<file path="src/rtl/rom_page_loader.sv">
// ROM download loader: paces ioctl bytes into SDRAM ROM pages against the refresh strobe,
// tracking per-page completion, overflow/protocol errors and end-of-download.
module rom_page_loader #(
   parameter int unsigned ADDR_W    = 25,
   parameter int unsigned RAM_AW    = 23,
   parameter int unsigned PAGE_BITS = 14,
   parameter int unsigned SLOTS     = 4,
   parameter int unsigned MODELS    = 2,
   parameter int unsigned BANK_W    = 2,
   parameter logic [SLOTS*(RAM_AW-PAGE_BITS)-1:0] PAGE_MAP = {9'h1ff, 9'h107, 9'h100, 9'h000}
) (
   input  logic                      clk_sys,
   input  logic                      reset,
   input  logic                      ce_ref,
   input  logic                      rom_download,
   input  logic                      ioctl_wr,
   input  logic [ADDR_W-1:0]         ioctl_addr,
   input  logic [7:0]                ioctl_dout,
   output logic                      ioctl_wait,
   output logic                      boot_wr,
   output logic [RAM_AW-1:0]         boot_a,
   output logic [BANK_W-1:0]         boot_bank,
   output logic [7:0]                boot_dout,
   output logic [MODELS*SLOTS-1:0]   loaded,
   output logic                      overflow,
   output logic                      proto_err,
   output logic                      done
);

   localparam int unsigned IDX_W  = ADDR_W - PAGE_BITS;
   localparam int unsigned PF_W   = RAM_AW - PAGE_BITS;
   localparam int unsigned NPAGES = MODELS * SLOTS;
   localparam int unsigned SLOT_W = (SLOTS > 1) ? $clog2(SLOTS) : 1;
   localparam int unsigned LD_W   = (NPAGES > 1) ? $clog2(NPAGES) : 1;

   typedef enum logic [1:0] {
      S_IDLE  = 2'd0,
      S_ARM   = 2'd1,
      S_WRITE = 2'd2
   } state_e;

   // Page table unpacked from the parameter once, so slot lookup is a plain mux
   logic [PF_W-1:0] page_tbl [SLOTS];

   for (genvar s = 0; s < SLOTS; s++) begin : g_page_tbl
      assign page_tbl[s] = PAGE_MAP[s*PF_W +: PF_W];
   end

   logic [IDX_W-1:0]  idx_c;
   logic              in_range_c;
   logic [SLOT_W-1:0] slot_c;
   logic [BANK_W-1:0] model_c;
   logic [PF_W-1:0]   page_c;
   logic [LD_W-1:0]   pidx_c;

   assign idx_c      = ioctl_addr[ADDR_W-1:PAGE_BITS];
   assign in_range_c = 64'(idx_c) < 64'(NPAGES);
   assign slot_c     = SLOT_W'(idx_c % IDX_W'(SLOTS));
   assign model_c    = BANK_W'(idx_c / IDX_W'(SLOTS));
   assign page_c     = page_tbl[slot_c];
   assign pidx_c     = LD_W'(idx_c);

   state_e            state_q;
   logic              wait_q;
   logic              wr_q;
   logic [RAM_AW-1:0] a_q;
   logic [BANK_W-1:0] bank_q;
   logic [7:0]        dout_q;
   logic [LD_W-1:0]   pidx_q;
   logic [NPAGES-1:0] loaded_q;
   logic              ovf_q;
   logic              perr_q;
   logic              done_q;
   logic              dl_q;
   logic              window_q;

   // Loader FSM with all status and SDRAM-side outputs registered
   always_ff @(posedge clk_sys or posedge reset) begin
      if (reset) begin
         state_q  <= S_IDLE;
         wait_q   <= 1'b0;
         wr_q     <= 1'b0;
         a_q      <= '0;
         bank_q   <= '0;
         dout_q   <= '0;
         pidx_q   <= '0;
         loaded_q <= '0;
         ovf_q    <= 1'b0;
         perr_q   <= 1'b0;
         done_q   <= 1'b0;
         dl_q     <= 1'b0;
         window_q <= 1'b0;
      end else begin
         dl_q   <= rom_download;
         done_q <= 1'b0;

         // A fresh download window starts with clean status
         if (rom_download && !dl_q) begin
            loaded_q <= '0;
            ovf_q    <= 1'b0;
            perr_q   <= 1'b0;
         end

         // done waits for any in-flight byte to drain back to IDLE
         if (rom_download) begin
            window_q <= 1'b1;
         end else if (window_q && (state_q == S_IDLE)) begin
            window_q <= 1'b0;
            done_q   <= 1'b1;
         end

         case (state_q)
            S_IDLE: begin
               if (rom_download && ioctl_wr) begin
                  if (in_range_c) begin
                     a_q     <= {page_c, ioctl_addr[PAGE_BITS-1:0]};
                     bank_q  <= model_c;
                     dout_q  <= ioctl_dout;
                     pidx_q  <= pidx_c;
                     wait_q  <= 1'b1;
                     state_q <= S_ARM;
                  end else begin
                     ovf_q <= 1'b1;
                  end
               end
            end
            S_ARM: begin
               if (ioctl_wr) perr_q <= 1'b1;
               if (ce_ref) begin
                  wr_q    <= 1'b1;
                  state_q <= S_WRITE;
               end
            end
            S_WRITE: begin
               if (ioctl_wr) perr_q <= 1'b1;
               if (ce_ref) begin
                  wr_q    <= 1'b0;
                  wait_q  <= 1'b0;
                  state_q <= S_IDLE;
                  if (&a_q[PAGE_BITS-1:0]) loaded_q[pidx_q] <= 1'b1;
               end
            end
            default: state_q <= S_IDLE;
         endcase
      end
   end

   assign ioctl_wait = wait_q;
   assign boot_wr    = wr_q;
   assign boot_a     = a_q;
   assign boot_bank  = bank_q;
   assign boot_dout  = dout_q;
   assign loaded     = loaded_q;
   assign overflow   = ovf_q;
   assign proto_err  = perr_q;
   assign done       = done_q;

endmodule

</file>
<file path="config.mk">
export PLATFORM = sky130hd
export DESIGN_NAME = rom_page_loader
export DESIGN_NICKNAME = d
export VERILOG_FILES = /design/src/rtl/rom_page_loader.sv
export SDC_FILE = /design/constraint.sdc
export NUM_CORES = 1
export LEC_CHECK = 0
export ABC_AREA = 1
export BUFFER_PORTS_ARGS = -buffer_cell sky130_fd_sc_hd__buf_4
export CORE_MARGIN = 4
export CORE_UTILIZATION = 50
export CTS_BUF_LIST = sky130_fd_sc_hd__clkbuf_8
export CTS_CLUSTER_DIAMETER = 50
export CTS_CLUSTER_SIZE = 24
export DETAILED_ROUTE_END_ITERATION = 10
export PLACE_DENSITY = 0.92
export SLEW_MARGIN = 20
export SYNTH_ARGS = -nofsm -noshare
export SYNTH_HDL_FRONTEND = slang
export SYNTH_SLANG_ARGS = --single-unit
</file>
<file path="constraint.sdc">
create_clock -name clk_sys -period 3.8 [get_ports clk_sys]
set_input_delay 0.19 -clock clk_sys [delete_from_list [all_inputs] [get_ports clk_sys]]
set_output_delay 0.19 -clock clk_sys [all_outputs]
set_load 0.01 [all_outputs]
</file>
### After elaboration in Yosys (flattened, before gate mapping)

Index checks and enable logic that the tools add are counted.

* register bits after elaboration: 53
* bits of input ports: 38
* output and inout port bits: 46
* word-level logic and storage cells: 71

* magnitude comparators: 4
* equality and inequality tests: 6
* multiplexer cells: 31
* bitwise logic cells: 2
* reduce and logical (&&, ||, !) cells: 15

Operator list (count)
* 8-bit 2-to-1 mux: 4
* 9-bit binary-select mux with 2-bit select: 1
* 9-bit 2-to-1 mux: 2
* 1-bit 2-to-1 mux: 16
* 14-bit AND reduction: 1
* 11-bit by 4-bit < comparator with 1-bit output, second input constant: 1
* 2-bit 2-to-1 mux: 4
* 8-bit OR: 1
* 4-bit AND reduction: 2
* 2-bit != test, second input constant: 3
* 2-bit case mux with 3 select lines: 1
* 3-bit AND reduction: 2
* 2-bit nonzero test: 3
* 1-bit logical AND: 4
* 3-bit by 4-bit < comparator with 1-bit output, second input constant: 1
* 1-bit case mux with 2 select lines: 2
* 1-bit demux with 3-bit select: 1
* 3-bit by 1-bit greater-or-equal comparator with 1-bit output, second input constant: 1
* 3-bit greater-or-equal comparator, second input constant: 1
* 2-bit NOT with 3-bit output: 1
* 2-bit by 1-bit == test with 1-bit output, second input constant: 1
* 2-bit == test, second input constant: 1
* 2-bit zero test: 1
* 2-bit by 1-bit != test with 1-bit output, second input constant: 1
* 2 further kinds: 2

### Depth between registers and ports, before layout

Gate-level depths: netlist of run 1.

* word-level depth: 8
* gate-level depth with buffers: 9
* mapped depth without buffers: 9

### Worst setup path after synthesis of run 1

OpenSTA, ideal clock, no wires.

* path type: register to register
* start: reg state_q[0]
* end: reg a_q[10], in the netlist boot_a[10]
* library setup time: 0.117 ns
* arrival time: 1.316 ns
* required time: 3.683 ns
* slack: 2.367 ns
* cell stages (with the launch flop): 9
* path buffers: 1
* clock period less this slack: 1.433 ns
* cell sequence: dfrtp_1 > inv_1 > ha_1 > inv_2 > nor2_4 > nand2_4 > buf_6 > nand2_1 > nand2_1

* cells in the longest elaborated chain, start to end: 2

Ends and longest elaborated chain
* start, declared: line 63 `state_e state_q;`
* start signal, assigned: line 80 `state_q <= S_IDLE;`
* start signal, assigned: line 121 `state_q <= S_ARM;`
* start signal, assigned: line 131 `state_q <= S_WRITE;`
* 2-bit zero test: line 112 `case (state_q)`
* 3-bit AND reduction (no source line)
* end signal, assigned: line 116 `a_q <= {page_c, ioctl_addr[PAGE_BITS-1:0]};`
* end, declared: line 66 `logic [RAM_AW-1:0] a_q;`

Every way passes these cells.
A chain may end at the register's enable or synchronous reset.

### Worst setup path in the final report of run 1

* start: reg state_q[1]
* end: reg a_q[22], in the netlist boot_a[22]

Same word-level chain as after synthesis.

==> reports/qor.yml, run 1 <==
synthesis:
  synth_edf_count: 0
  synth_top_family_by_area: "simple AND/OR/NAND/NOR gates"
  synth_most_common_cell: "nand2_1"
  synth_area_per_cell_um2: 8.70
  synthMuxAreaShare_pct: 0
  synth-compound-area-share_pct: 2.77
  synthArstFlopShare_pct: 100
  synth_top_cells_by_area: "dfrtp_1 (54%), nand2_1 (16%), nand3_1 (9.2%)"
  synth_top_cell_area_share_pct: 54.2
  synth_ff_type: "dfrtp_1"
  synthDistinctLibCells: 23
  synth_cells: 239
  synth_common_cells: "nand2_1 (89), dfrtp_1 (45), nand3_1 (38), nor2_1 (15)"
  ys_seq_elements: 45
  synthesis.nets: 282
  synthAdderAreaFrac_pct: 3.01
  yosysWarnings: 0
  synth_xor_area_share_pct: 0
  yosysTopAreaCell: "dfrtp_1"
  synthSimpleGateAreaFrac_pct: 32.0
  syn-cell-area_um2: 2080
  yosysSeqAreaShare_pct: 54.2
worst_setup_path:
  endpoint: "boot_a[22]$_DFFE_PP0P_"
  critPathKind: "flip-flop to flip-flop"
  cp_max_fo: 28
  crit_arrival_ns: 2.20
  reg2reg_depth: 7
  worstPathRequired_ns: 3.99
  r2r_end: "boot_a[22]$_DFFE_PP0P_"
  worstSetupStartpointType: "flip-flop"
  regToRegSetupSlack_ns: 1.78
  setup.worst_path.start: "state_q[1]$_DFFE_PP0P_"
  endpoint_kind: "flip-flop"
  r2r-start: "state_q[1]$_DFFE_PP0P_"
run_status:
  status: "finished, final reports clean"
grt:
  antenna_found_initial: 0
  grt_pass1_wl_mm: 8.18
  grtUsageTotal_pct: 19.7
  grt_max_degree: 46
  grt_overflow: 0
  grt_pass1_vias: 1835
place:
  gp_congestion: 0.915
  place_ws_ns: 1.77
  io_buffers: 83
  dp_hpwl_mm: 3.72
die:
  die_x_um: 72.5
  fp-row-count: 23
  die_h_um: 72.5
  dieArea_um2: 5250
  coreArea_um2: 4000
  num_io_pins: 84
  start_util_pct: 52.0
power:
  ir_drop_mv: 0.247
  p_int_mw: 0.847
  swShare_pct: 30.0
  p_leak_nw: 1.61
  p_switching_mw: 0.363
  p_total_mw: 1.21
  pwr-share-comb_pct: 24.8
  clock_power_share_pct: 29.3
  seq_power_share_pct: 45.9
  powerDensity_nw_per_um2: 439
routing:
  num_vias: 1847
  drt-pass1-iter-count: 4
  drtIter0Drc: 158
  detail_route.wl_per_cell_um: 13.5
  drtAntennaViolNets: 0
  viasPerCell: 5.06
  wirelength_mm: 4.94
  drc: 0
layout:
  fin_util_pct: 68.9
  diodes: 0
  nNetsFinal: 357
  syn_to_final_growth_pct: 32.7
  drive_gt1_share_pct: 31.4
timing:
  finClkSkew_ns: 0.00848
  maxSlewHeadroom_pct: 40.4
  setup_viol: 0
  worst_pin_slew_ns: 0.893
  fmax_ghz: 0.496
  post-route-min-period_ns: 2.02
  setup_slack_ns: 1.78
  fin_setup_tns_ns: 0
  grt_setup_unrepaired: "false"
  min_period_over_period_pct: 53.1
  slew_viol_final: 0
  hold_viol: 0
clock_tree:
  htree_levels: 2
  cts_root_buf: "clkbuf_8"
  cts.sinks: 45
  clock_path_buffers: 2
  ctsHoldBuffers: 0
  cts_made_buffers: 5
  cts_tree: "built"
  clk_latency_ns: 0.30
  post_cts_buffers: 0
  cts_resized: 0
  clk_pin_slew_worst_paths_ns: 0.08
flow_run:
  max_cap_viol_count: 0
worst_hold_path:
  hp-class: "primary input to flip-flop"
-- placed cells by master, fill, tap and decap left out, drive strengths merged, types with 2 or more instances in the layout --
master and n:
buf 83, inv 14, dfrtp 45, or2 2
ha 5, clkbuf 5, nor2 17, nand4 3
nand2 91, o21ai 6, nand3 38
-- worst min-delay path by stage --
stage | start | endpoint | slack, ns | cells after the start
3_3_place_gp | rom_download | dl_q$_DFF_PP0_ | 0.33 | 1
3_5_place_dp | rom_download | dl_q$_DFF_PP0_ | 0.33 | 1
4_1_cts | rom_download | dl_q$_DFF_PP0_ | 0.03 | 1
2_1_floorplan | rom_download | dl_q$_DFF_PP0_ | 0.22 | 0
6_report | rom_download | dl_q$_DFF_PP0_ | 0.03 | 1
5_1_grt | rom_download | dl_q$_DFF_PP0_ | 0.03 | 1
-- power groups by stage --
stage	sequential (mW)	combinational (mW)	clock [mW]
after detailed placement	0.562	0.303	0
after floorplan	0.572	0.170	0
final	0.556	0.300	0.355
after global placement	0.560	0.286	0
after CTS	0.555	0.303	0.356
after global routing	0.561	0.337	0.376
-- metrics by stage --
stage | hold slack, ns | cells | instance area [µm²]
floorplan | 0.221 | 239 | 2080
global placement | 0.330 | 357 | 2650
detailed placement | 0.334 | 357 | 2650
CTS | 0.0263 | 365 | 2760
global route | 0.0289 | 365 | 2760
finish | 0.0303 | 365 | 2760
-- state kept, by name, summed over array words and instances, names as in the netlist --
| register | cells |
|---|---|
| boot_a | 17 |
| boot_bank | 2 |
| boot_dout | 8 |
| boot_wr | 1 |
| dl_q | 1 |
| done | 1 |
| ioctl_wait | 1 |
| loaded | 8 |
| overflow | 1 |
| pidx_q | 1 |
| proto_err | 1 |
| state_q | 2 |
| window_q | 1 |
-- logic make-up (layout without fill, tap and decap cells) --
kind of cell,count (synthesis),in the layout
flops,45,45
fa+ha+maj,5,5
simple gates,152,152
compound gates,9,9
buf+inv,28,104
-- critical path, cell delays in order (launching register included) --
cell and delay (ns):
dfrtp_1 0.40, inv_1 0.14, ha_1 0.25, inv_2 0.08, nor2_4 0.52, nand2_4 0.31
nand2_1 0.13, nand3_1 0.07
-- layout make-up --
type,count,area [µm²]
Timing Repair Buffer,83,623
Sequential cell,45,1130
Clock inverter,3,42.5
Tap cell,50,62.6
Fill cell,320,1240
Inverter,13,48.8
Clock buffer,5,68.8
Multi-Input combinational cell,166,786
-- per-layer routing --
metal	part of all wire (%)	track usage, %
met1	40	24.6
met2	51	33.7
met3	6.7	3.88
met4	1.7	7.38
met5	0	0
(Power assumes the default switching activity.)
==> inputs of run 2 (changes only) <==
--- a/config.mk
+++ b/config.mk
@@ -8,12 +8,12 @@
 export ABC_AREA = 1
 export BUFFER_PORTS_ARGS = -buffer_cell sky130_fd_sc_hd__buf_4
 export CORE_MARGIN = 4
-export CORE_UTILIZATION = 50
+export CORE_UTILIZATION = 45
 export CTS_BUF_LIST = sky130_fd_sc_hd__clkbuf_8
 export CTS_CLUSTER_DIAMETER = 50
 export CTS_CLUSTER_SIZE = 24
 export DETAILED_ROUTE_END_ITERATION = 10
-export PLACE_DENSITY = 0.92
+export PLACE_DENSITY = 0.88
 export SLEW_MARGIN = 20
 export SYNTH_ARGS = -nofsm -noshare
 export SYNTH_HDL_FRONTEND = slang
==> constraint.sdc (replaced) <==
create_clock -name clk_sys -period 1.8 [get_ports clk_sys]
set_input_delay 0.09 -clock clk_sys [delete_from_list [all_inputs] [get_ports clk_sys]]
set_output_delay 0.09 -clock clk_sys [all_outputs]
set_load 0.01 [all_outputs]
==> run 2 against run 1 <==
Compared with the run above: final cell count grew 2.2%; largest cell class unchanged; design area grew 1.4%; setup slack lost 1.5 ns; critical path type unchanged; critical endpoint is now boot_a[21]$_DFFE_PP0P_; global-route usage shrank 2.5 points; sequential power grew 110%.
==> reports/qor.yml, run 2 (synthesis results as in run 1) <==
worst_setup_path:
  critPathSlowestCell: "dfrtp_1"
  path_cells: "inv_1, ha_1, inv_2, nor2_4, nand2_4, nand2_1, o21ai_1"
  critPathKind: "flip-flop to flip-flop"
  crit_arrival_ns: 1.72
  worstPathRequired_ns: 1.98
  r2r-start: "state_q[0]$_DFFE_PP0P_"
  slowest_delay_ns: 0.42
  endpoint_kind: "flip-flop"
  r2r_end: "boot_a[21]$_DFFE_PP0P_"
  cp_max_fo: 27
  regToRegSetupSlack_ns: 0.26
  worstSetupStartpointType: "flip-flop"
  reg2reg_depth: 7
flow_run:
  max_cap_viol_count: 0
grt:
  grt_max_degree: 28
  grt_overflow: 0
  grt_pass1_vias: 1819
  grt_pass1_wl_mm: 8.26
  grtUsageTotal_pct: 17.2
  antenna_found_initial: 0
routing:
  wirelength_mm: 4.80
  drc: 0
  num_vias: 1812
  viasPerCell: 4.86
  drtAntennaViolNets: 0
  detail_route.wl_per_cell_um: 12.9
  drtIter0Drc: 107
  drt-pass1-iter-count: 4
layout:
  drive_gt1_share_pct: 32.4
  layout_common_cells: "nand2_1 (89), buf_4 (88), dfrtp_1 (45)"
  largest_register_ffs: 17
  nNetsFinal: 364
  fin_area_um2: 2800
  diodes: 0
  syn_to_final_growth_pct: 34.6
  instances_no_fill: 373
  mostFrequentLayoutCell: "nand2_1"
place:
  place_area_um2: 2690
  gp_congestion: 0.786
  placedCellCount: 364
  dp_hpwl_mm: 3.76
  io_buffers: 83
timing:
  maxSlewHeadroom_pct: 64.5
  finClkSkew_ns: 0.00698
  min_period_over_period_pct: 85.6
  fin_setup_tns_ns: 0
  grt_setup_unrepaired: "false"
  post-route-min-period_ns: 1.54
  hold_viol: 0
  fmax_ghz: 0.649
  holdWs_ns: 0.0232
  worst_pin_slew_ns: 0.530
  setup_viol: 0
  slew_viol_final: 0
worst_hold_path:
  min_from: "ioctl_addr[16]"
  hp-class: "primary input to flip-flop"
  hold_end: "boot_bank[0]$_DFFE_PP0P_"
  whs_path_depth: 3
die:
  coreArea_um2: 4410
  die_h_um: 76.0
  num_io_pins: 84
  die_x_um: 76.0
  dieArea_um2: 5770
  fp-row-count: 24
  start_util_pct: 47.1
clock_tree:
  cts.sinks: 45
  clk_latency_ns: 0.29
  htree_levels: 2
  cts_root_buf: "clkbuf_8"
  clock_path_buffers: 2
  clk_pin_slew_worst_paths_ns: 0.08
  cts_made_buffers: 5
  post_cts_buffers: 0
  cts_tree: "built"
power:
  p_leak_nw: 1.63
  p_total_mw: 2.45
  ir_drop_mv: 0.430
  powerDensity_nw_per_um2: 877
run_status:
  status: "finished, final reports clean"
## run 2: cell count changes in the layout (fill, tap and decap cells not counted)
cell / change
clkbuf_8: +1
inv_1: -1
bufinv_16: -1
clkinv_4: -1
dlygate4sd3_1: +2
clkinvlp_4: +1
buf_4: +5
## run 2: worst max-delay path: cells and delay by family (launching register included)
kind	cells	cell delay, ns
AND/OR/NAND/NOR	3	0.51
flip-flops	1	0.42
adder cells (fa/ha/maj)	1	0.24
buffers and inverters	2	0.20
AO/OA/AOI/OAI	1	0.07
## run 2: worst max-delay path by stage
stage | startpoint | to | slack, ns | depth (start not counted)
floorplan | state_q[0]$_DFFE_PP0P_ | boot_a[10]$_DFFE_PP0P_ | 0.37 | 8
global placement | state_q[1]$_DFFE_PP0P_ | boot_a[22]$_DFFE_PP0P_ | 0.33 | 7
detailed placement | state_q[0]$_DFFE_PP0P_ | boot_a[22]$_DFFE_PP0P_ | 0.26 | 7
CTS | state_q[0]$_DFFE_PP0P_ | boot_a[22]$_DFFE_PP0P_ | 0.25 | 7
global route | state_q[0]$_DFFE_PP0P_ | boot_a[6]$_DFFE_PP0P_ | 0.11 | 7
finish | state_q[0]$_DFFE_PP0P_ | boot_a[21]$_DFFE_PP0P_ | 0.26 | 7
## run 2: power by group
| part | total [mW] | leakage [nW] | switching [mW] | internal [mW] |
|---|---|---|---|---|
| combinational | 0.654 | 0.974 | 0.365 | 0.289 |
| clock | 0.628 | 0.0433 | 0.325 | 0.304 |
| sequential | 1.17 | 0.609 | 0.0647 | 1.11 |
## run 2: metrics by stage
stage / util (%) / worst slack, ns
after floorplan: - / 0.367
after global placement: 60.9 / 0.332
after detailed placement: 60.9 / 0.257
after CTS: 63.4 / 0.250
after global routing: 63.4 / 0.115
final: 63.4 / 0.258
## run 2: timing repair
item	4_1_cts	5_1_grt
hold buffers	2	0
gates resized for setup	0	0
hold endpoints to repair	47	0
## run 2: cell type report
type                       instances  area (µm²)
inverter                          13        48.8
timing repair buffer              90         681
multi-input combinational        166         786
fill                             402        1620
clock buffer                       6        82.6
clock inverter                     1        7.51
tap                               52        65.1
sequential                        45        1130
## run 2: routing by layer
layer  vias to the layer above  global-route usage [%]  wire, µm
li1                        919                       -         -
met1                       835                    20.1      1940
met2                        52                    29.1      2470
met3                         6                    5.92       297
met4                         0                    6.05        92
met5                         -                       0         0
